**src/rtl/ifetch_unit.sv**
```systemverilog
// Instruction fetch stage with IF/ID register, branch/jump redirect and halt detection.
// Optional IFETCH_FETCH_COUNT_EN adds a free-running count of fetched instructions.
module ifetch_unit #(
  parameter logic [31:0] RESET_PC = 32'h0000_0000,
  parameter logic [31:0] PC_LIMIT = 32'd36
) (
  input  logic        clk,
  input  logic        rst,
  output logic [31:0] pc,
  input  logic [31:0] instr,
  input  logic        stall,
  input  logic        branch_taken,
  input  logic [15:0] branch_offset,
  input  logic        jump,
  input  logic [25:0] jump_index,
  output logic [31:0] if_instr,
  output logic [31:0] if_pc4,
  output logic        if_valid,
  output logic        halted,
  output logic        misalign_err
`ifdef IFETCH_FETCH_COUNT_EN
  ,
  output logic [31:0] fetch_count
`endif
);

  typedef enum logic [1:0] {BOOT, RUN, HALT} state_t;

  state_t      state, state_next;
  logic [31:0] pc_next, if_instr_next, if_pc4_next;
  logic        if_valid_next, misalign_next;
  logic [31:0] seq_pc, br_target, jmp_target, target;
  logic        redirect;

  assign seq_pc     = pc + 32'd4;
  assign br_target  = if_pc4 + {{14{branch_offset[15]}}, branch_offset, 2'b00};
  assign jmp_target = {if_pc4[31:28], jump_index, 2'b00};
  assign target     = jump ? jmp_target : br_target;
  // A redirect only means something when the ID stage holds a real instruction.
  assign redirect   = if_valid && (jump || branch_taken);
  assign halted     = (state == HALT);

  always_comb begin
    state_next    = state;
    pc_next       = pc;
    if_instr_next = if_instr;
    if_pc4_next   = if_pc4;
    if_valid_next = if_valid;
    misalign_next = misalign_err;
    case (state)
      BOOT: state_next = RUN;
      RUN: begin
        if (redirect) begin
          if_instr_next = 32'd0;
          if_valid_next = 1'b0;
          if (target[1:0] != 2'b00) begin
            misalign_next = 1'b1;
            state_next    = HALT;
          end else begin
            pc_next = target;
            if (target >= PC_LIMIT) state_next = HALT;
          end
        end else if (!stall) begin
          if_instr_next = instr;
          if_pc4_next   = seq_pc;
          if_valid_next = 1'b1;
          // The last in-range instruction is still latched; pc parks on it.
          if (seq_pc >= PC_LIMIT) state_next = HALT;
          else                    pc_next    = seq_pc;
        end
      end
      HALT: begin
        if (!stall) if_valid_next = 1'b0;
      end
      default: state_next = BOOT;
    endcase
  end

  always_ff @(posedge clk) begin
    if (!rst) begin
      state        <= BOOT;
      pc           <= RESET_PC;
      if_instr     <= 32'd0;
      if_pc4       <= 32'd0;
      if_valid     <= 1'b0;
      misalign_err <= 1'b0;
    end else begin
      state        <= state_next;
      pc           <= pc_next;
      if_instr     <= if_instr_next;
      if_pc4       <= if_pc4_next;
      if_valid     <= if_valid_next;
      misalign_err <= misalign_next;
    end
  end

`ifdef IFETCH_FETCH_COUNT_EN
  always_ff @(posedge clk) begin
    if (!rst) fetch_count <= 32'd0;
    else if (state == RUN && !redirect && !stall) fetch_count <= fetch_count + 32'd1;
  end
`endif

endmodule

```
**config.mk**
```make
export PLATFORM = sky130hd
export DESIGN_NAME = ifetch_unit
export DESIGN_NICKNAME = d
export VERILOG_FILES = /design/src/rtl/ifetch_unit.sv
export SDC_FILE = /design/constraint.sdc
export NUM_CORES = 1
export LEC_CHECK = 0
export BUFFER_PORTS_ARGS = -buffer_cell sky130_fd_sc_hd__buf_2
export CELL_PAD_IN_SITES_DETAIL_PLACEMENT = 0
export CELL_PAD_IN_SITES_GLOBAL_PLACEMENT = 2
export CORE_AREA = 2 2 208 128
export CTS_BUF_LIST = sky130_fd_sc_hd__clkbuf_8 sky130_fd_sc_hd__clkbuf_16
export DETAILED_ROUTE_END_ITERATION = 10
export DIE_AREA = 0 0 210 130
export HOLD_SLACK_MARGIN = 0.03
export PLACE_DENSITY = 0.72
export SLEW_MARGIN = 20
export SYNTH_ARGS = -nofsm -noshare
export SYNTH_HDL_FRONTEND = slang
export SYNTH_SLANG_ARGS = --single-unit
```
**constraint.sdc**
```tcl
create_clock -name clk -period 3.4 [get_ports clk]
set_clock_uncertainty 0.05 [all_clocks]
set_input_delay 0.17 -clock clk [delete_from_list [all_inputs] [get_ports clk]]
set_output_delay 0.17 -clock clk [all_outputs]
set_load 0.01 [all_outputs]
```
# Yosys cells after proc, flatten, opt, wreduce, memory -nomap -nowiden
# Cells that the tools add are included.
# classes
add_sub_neg	2
n_eq_ne	9
magnitude_cmp	2
bitwise	3
n_reduce_logical	11
muxes	17
# ops
cell	n
$mux W32	7
$ge A32 B6 Y1 const B	2
$add A32 B3 Y32 const B	1
$add A32 B32 Y32	1
$mux W2	5
$reduce_and A3 Y1	3
$reduce_and A4 Y1	2
$ne A2 B2 Y1 const B	3
$ne A3 B3 Y1 const B	2
$pmux W2 S3	1
$ne A4 B4 Y1 const B	1
$reduce_bool A2 Y1	2
$mux W1	3
$not A1 Y1	3
$eq A2 B1 Y1 const B	1
$eq A2 B2 Y1 const B	1
$logic_not A2 Y1	1
$ne A2 B1 Y1 const B	1
$pmux W1 S2	1
$reduce_and A2 Y1	1
$logic_and A1 B1 Y1	1
$logic_or A1 B1 Y1	1
# totals
register_bits	100
input_bits	79
output_inout_bits	99

# Depth between registers and ports, before layout
# depth
depth_word	7
mapped_depth	14

# Worst setup path before layout
# OpenSTA, ideal clock, no wires.
# synth_timing
path_kind	register -> register
start	reg if_pc4[2]
end	reg state[1]
slack_ns	-0.282
stages_incl_launch_ff	14
required_ns	3.233
n_path_buf	0
setup_ns	0.117
arrival_time_ns	3.514
path_cell_list	dfxtp_1 -> ha_1 -> inv_1 -> fa_1 -> nand2b_1 -> a21oi_1 -> a2bb2oi_1 -> a31oi_1 -> a31oi_1 -> a21oi_1 -> mux2i_1 -> or4_1 -> or4_1 -> a32o_1
# synth_via
elab_chain_len	5
# synth_lines
item	line_no	rtl
start, declared	17	output logic [31:0] if_pc4,
start signal, assigned	91	if_pc4 <= if_pc4_next;
$add A32 B32 Y32	36	assign br_target = if_pc4 + {{14{branch_offset[15]}}, branch_offset, 2'b00};
$mux W32	38	assign target = jump ? jmp_target : br_target;
$ge A32 B6 Y1	61	if (target >= PC_LIMIT) state_next = HALT;
$ne A4 B4 Y1 (no source line)	n/a	
$reduce_and A4 Y1 (no source line)	n/a	
end signal, assigned	88	state <= state_next;
end, declared	29	state_t state, state_next;
# No other way between the ends.
# A chain may end at the register's enable or synchronous reset.

# Worst setup path after layout
# Ends and elaborated chain as after synthesis.

==> impl_metrics.yaml <==
run_status:
  status: "finished, violations left"
  violations: "negative setup slack"
cells_and_area:
  nets: 1382
  layout-drive-gt1-share_pct: 41.1
  synthToLayoutAreaGrowth_pct: 58.5
  utilization_pct: 41.8
  nFillCells: 2687
  diodes: 0
  layoutNonFillerInstCount: 1612
global_routing:
  antenna_found_initial: 0
  grt_use_total_pct: 21.8
  grt_pass1_vias: 7336
  grt_max_degree: 39
  grt_pass1_wl_um: 44300
  overflow: 0
critical_path:
  max_stage_delay_ns: 0.56
  r2r_setup_slack_ns: -0.14
  reg2regPathDepth: 14
  crit_start: "if_pc4[2]"
  critPathMaxFanout: 4
  cp.arrival_ns: 3.76
  reg2reg_from: "if_pc4[2]"
  path_class: "reg -> reg"
  worstPathRequired_ns: 3.63
  path_cells: "ha_4 -> inv_2 -> fa_2 -> nand2b_4 -> a21oi_2 -> a2bb2oi_2 -> buf_6 -> a31oi_4 -> a21oi_2 -> xnor2_2 -> o21ai_2 -> or4bb_1 -> or4_4 -> a32o_1"
  cp_slowest_cell: "or4_4"
  worst_setup_path_start_kind: "flip-flop"
  path_common_cell: "a21oi_2"
  end_kind: "flip-flop"
  r2r-end: "state[1]"
sta:
  holdWs_ns: 0.155
  worst_slew_pin_slew_ns: 0.661
  max_freq_mhz: 283
  setup_slack_ns: -0.136
  max-slew-margin-rel_pct: 55.8
  finalSetupViolCount: 2
  fin_crit_sh_pct: 104
  rsz0062_at_grt: "yes"
  finalHoldViolCount: 0
  finalMaxSlewViolations: 0
  fin_crit_ns: 3.54
logic_synthesis:
  synth_edf_count: 0
  syn_area_per_cell_um2: 7.61
  synthAdderAreaFrac_pct: 6.16
  synthMuxAreaShare_pct: 3.01
  synth_top_family_by_area: "compound AO/OA/AOI/OAI gates"
  ys_ff_latch: 100
  yosys_warnings: 0
  synth_top_flop_cell: "dfxtp_1"
  synthDistinctLibCells: 74
  seq_area_frac_synth_pct: 29.5
  synthSimpleGateAreaFrac_pct: 22.9
  syn-num-nets: 1002
  synth-compound-area-share_pct: 27.0
  ys_async_sr_fraction_pct: 0
  synth_cells: 891
  synth.cell_area_mm2: 0.00678
  synth_xor_area_share_pct: 6.33
drt:
  vias_per_cell: 5.06
  drc: 0
  highest-signal-layer: "met4"
  wl_met3_um: 1980
  wl_met1_um: 16000
  num_vias: 8154
  dr.pass1.iters: 5
  routedWlPerCell_um: 19.0
  first_iter_violations: 610
  wl_met2_um: 12300
  drt-total-wl_um: 30600
  ant_nets: 0
clock_network:
  cts_buffers: 9
  h-tree-depth: 3
  clkSinkCount: 100
  root_buffer: "clkbuf_16"
  clockBufferDepth: 2
  insertion_delay_ns: 0.38
  path_clk_slew_ns: 0.08
  cts_tree: "done"
run:
  cap_violations: 0
placement:
  portBuffers: 177
  dp_hpwl_um: 23500
  dp.cells: 1545
  gp_congestion: 0.875
power_and_ir_drop:
  cellPowerDensity_mw_per_mm2: 484
  irDropWorstVdd_uv: 273
  p_leak_nw: 4.79
die:
  ios: 178
  die_area_mm2: 0.0273
  die_h_um: 130
  die-width_um: 210
  rows: 46
  initial_core_util_pct: 26.4
  core_mm2: 0.0257
min_path:
  hold_path.class: "in -> reg"
  whs_path_depth: 4
  min-delay-start: "stall"
  hold_path_end: "if_valid"
how the worst max path moves through the flow:
stage / end / slack (ns) / cells after the start
finish: state[1] / -0.14 / 14
global route: state[1] / -0.27 / 14
CTS: state[1] / -0.13 / 14
detailed placement: state[1] / -0.37 / 13
global placement: state[1] / -0.32 / 13
floorplan: state[1] / 0.004 / 13
logic make-up after synthesis:
group                    count (synthesis)
flip-flops                             100
buffers and inverters                   85
AO/OA/AOI/OAI                          273
multiplexers                            20
XOR/XNOR                                49
AND/OR/NAND/NOR                        331
adder cells (fa/ha/maj)                 33
worst max-delay path, delay by kind of cell, from the launching register on:
kind / cells / cell delay [ns]
compound gates: 6 / 1.01
xor+xnor: 1 / 0.15
fa+ha+maj: 2 / 0.47
buf+inv: 2 / 0.18
flops: 1 / 0.36
simple gates: 3 / 1.20
power breakdown:
| part | total (mW) | leakage, nW | switching [mW] | internal (mW) |
|---|---|---|---|---|
| registers | 1.41 | 0.817 | 0.0973 | 1.31 |
| clock network | 1.20 | 0.160 | 0.529 | 0.666 |
| logic | 2.60 | 3.81 | 1.37 | 1.22 |
layer usage:
| metal | track usage (%) | vias up |
|---|---|---|
| met3 | 4.57 | 19 |
| li1 | - | 4025 |
| met1 | 34.0 | 3871 |
| met5 | 0 | - |
| met4 | 3.30 | 0 |
| met2 | 30.6 | 239 |
cells in the final DEF, fill, tap and decap left out, types with 7 or more instances in the layout:
master | netlist | layout
xnor2_1 | 24 | 22
a211oi_1 | 33 | 24
a211oi_2 | 0 | 7
dfxtp_1 | 100 | 93
o21ai_0 | 50 | 43
buf_6 | 0 | 8
nand3_1 | 24 | 19
and3_1 | 9 | 8
mux2i_1 | 17 | 17
xor2_1 | 25 | 25
a21oi_1 | 68 | 48
nand4_1 | 18 | 18
nand2_1 | 85 | 78
ha_1 | 31 | 26
a22oi_1 | 33 | 33
a21oi_2 | 0 | 19
dlygate4sd3_1 | 0 | 32
nor2_1 | 119 | 118
dfxtp_2 | 0 | 7
a21o_1 | 7 | 7
buf_2 | 9 | 177
nor3_1 | 21 | 18
clkbuf_16 | 0 | 11
inv_1 | 18 | 17
buf_4 | 3 | 214
sequential cells by signal, indices dropped and copies added (netlist names):
register      cells
state             2
misalign_err      1
if_pc4           32
if_instr         32
if_valid          1
pc               32
what timing repair did:
item,in CTS,in global routing
hold buffers,32,0
gates resized for setup,42,61
setup buffers,7,10
cloned,0,2
endpoints found under the hold margin,32,0
pin swaps,16,30
endpoints found under the setup margin,32,32
layout make-up:
type                       instances  area [um^2]  area share (%)
timing repair buffer             435         2990            27.8
clock buffer                      10          239            2.22
sequential                       100         2010            18.7
inverter                          19         71.3           0.664
tap                              336          420            3.91
clock inverter                     6         88.8           0.827
multi-input combinational        706         4930            45.9
through the flow:
step	setup TNS (ns)	cell area, um^2	power (mW)	worst slack [ns]
floorplan	0	6890	2.60	0.00398
global placement	-2.86	9480	3.64	-0.317
detailed placement	-3.39	9480	3.65	-0.371
CTS	-0.195	10400	5.00	-0.133
global route	-2.27	10700	5.52	-0.275
finish	-0.201	10700	5.20	-0.136
cell usage after synthesis (all sizes together) (17+ instances only):
master | number | area (um^2)
dfxtp | 100 | 2000
clkbuf | 51 | 191
xor2 | 25 | 219
nor2 | 119 | 447
nand2 | 85 | 319
nor3 | 21 | 105
ha | 31 | 388
a211oi | 33 | 248
nand3 | 25 | 130
o21ai | 51 | 255
a21oi | 68 | 340
a22oi | 33 | 248
mux2i | 17 | 170
nand4 | 19 | 125
xnor2 | 24 | 210
inv | 18 | 67.6
No activity file was read; power rests on OpenSTA's default activity.
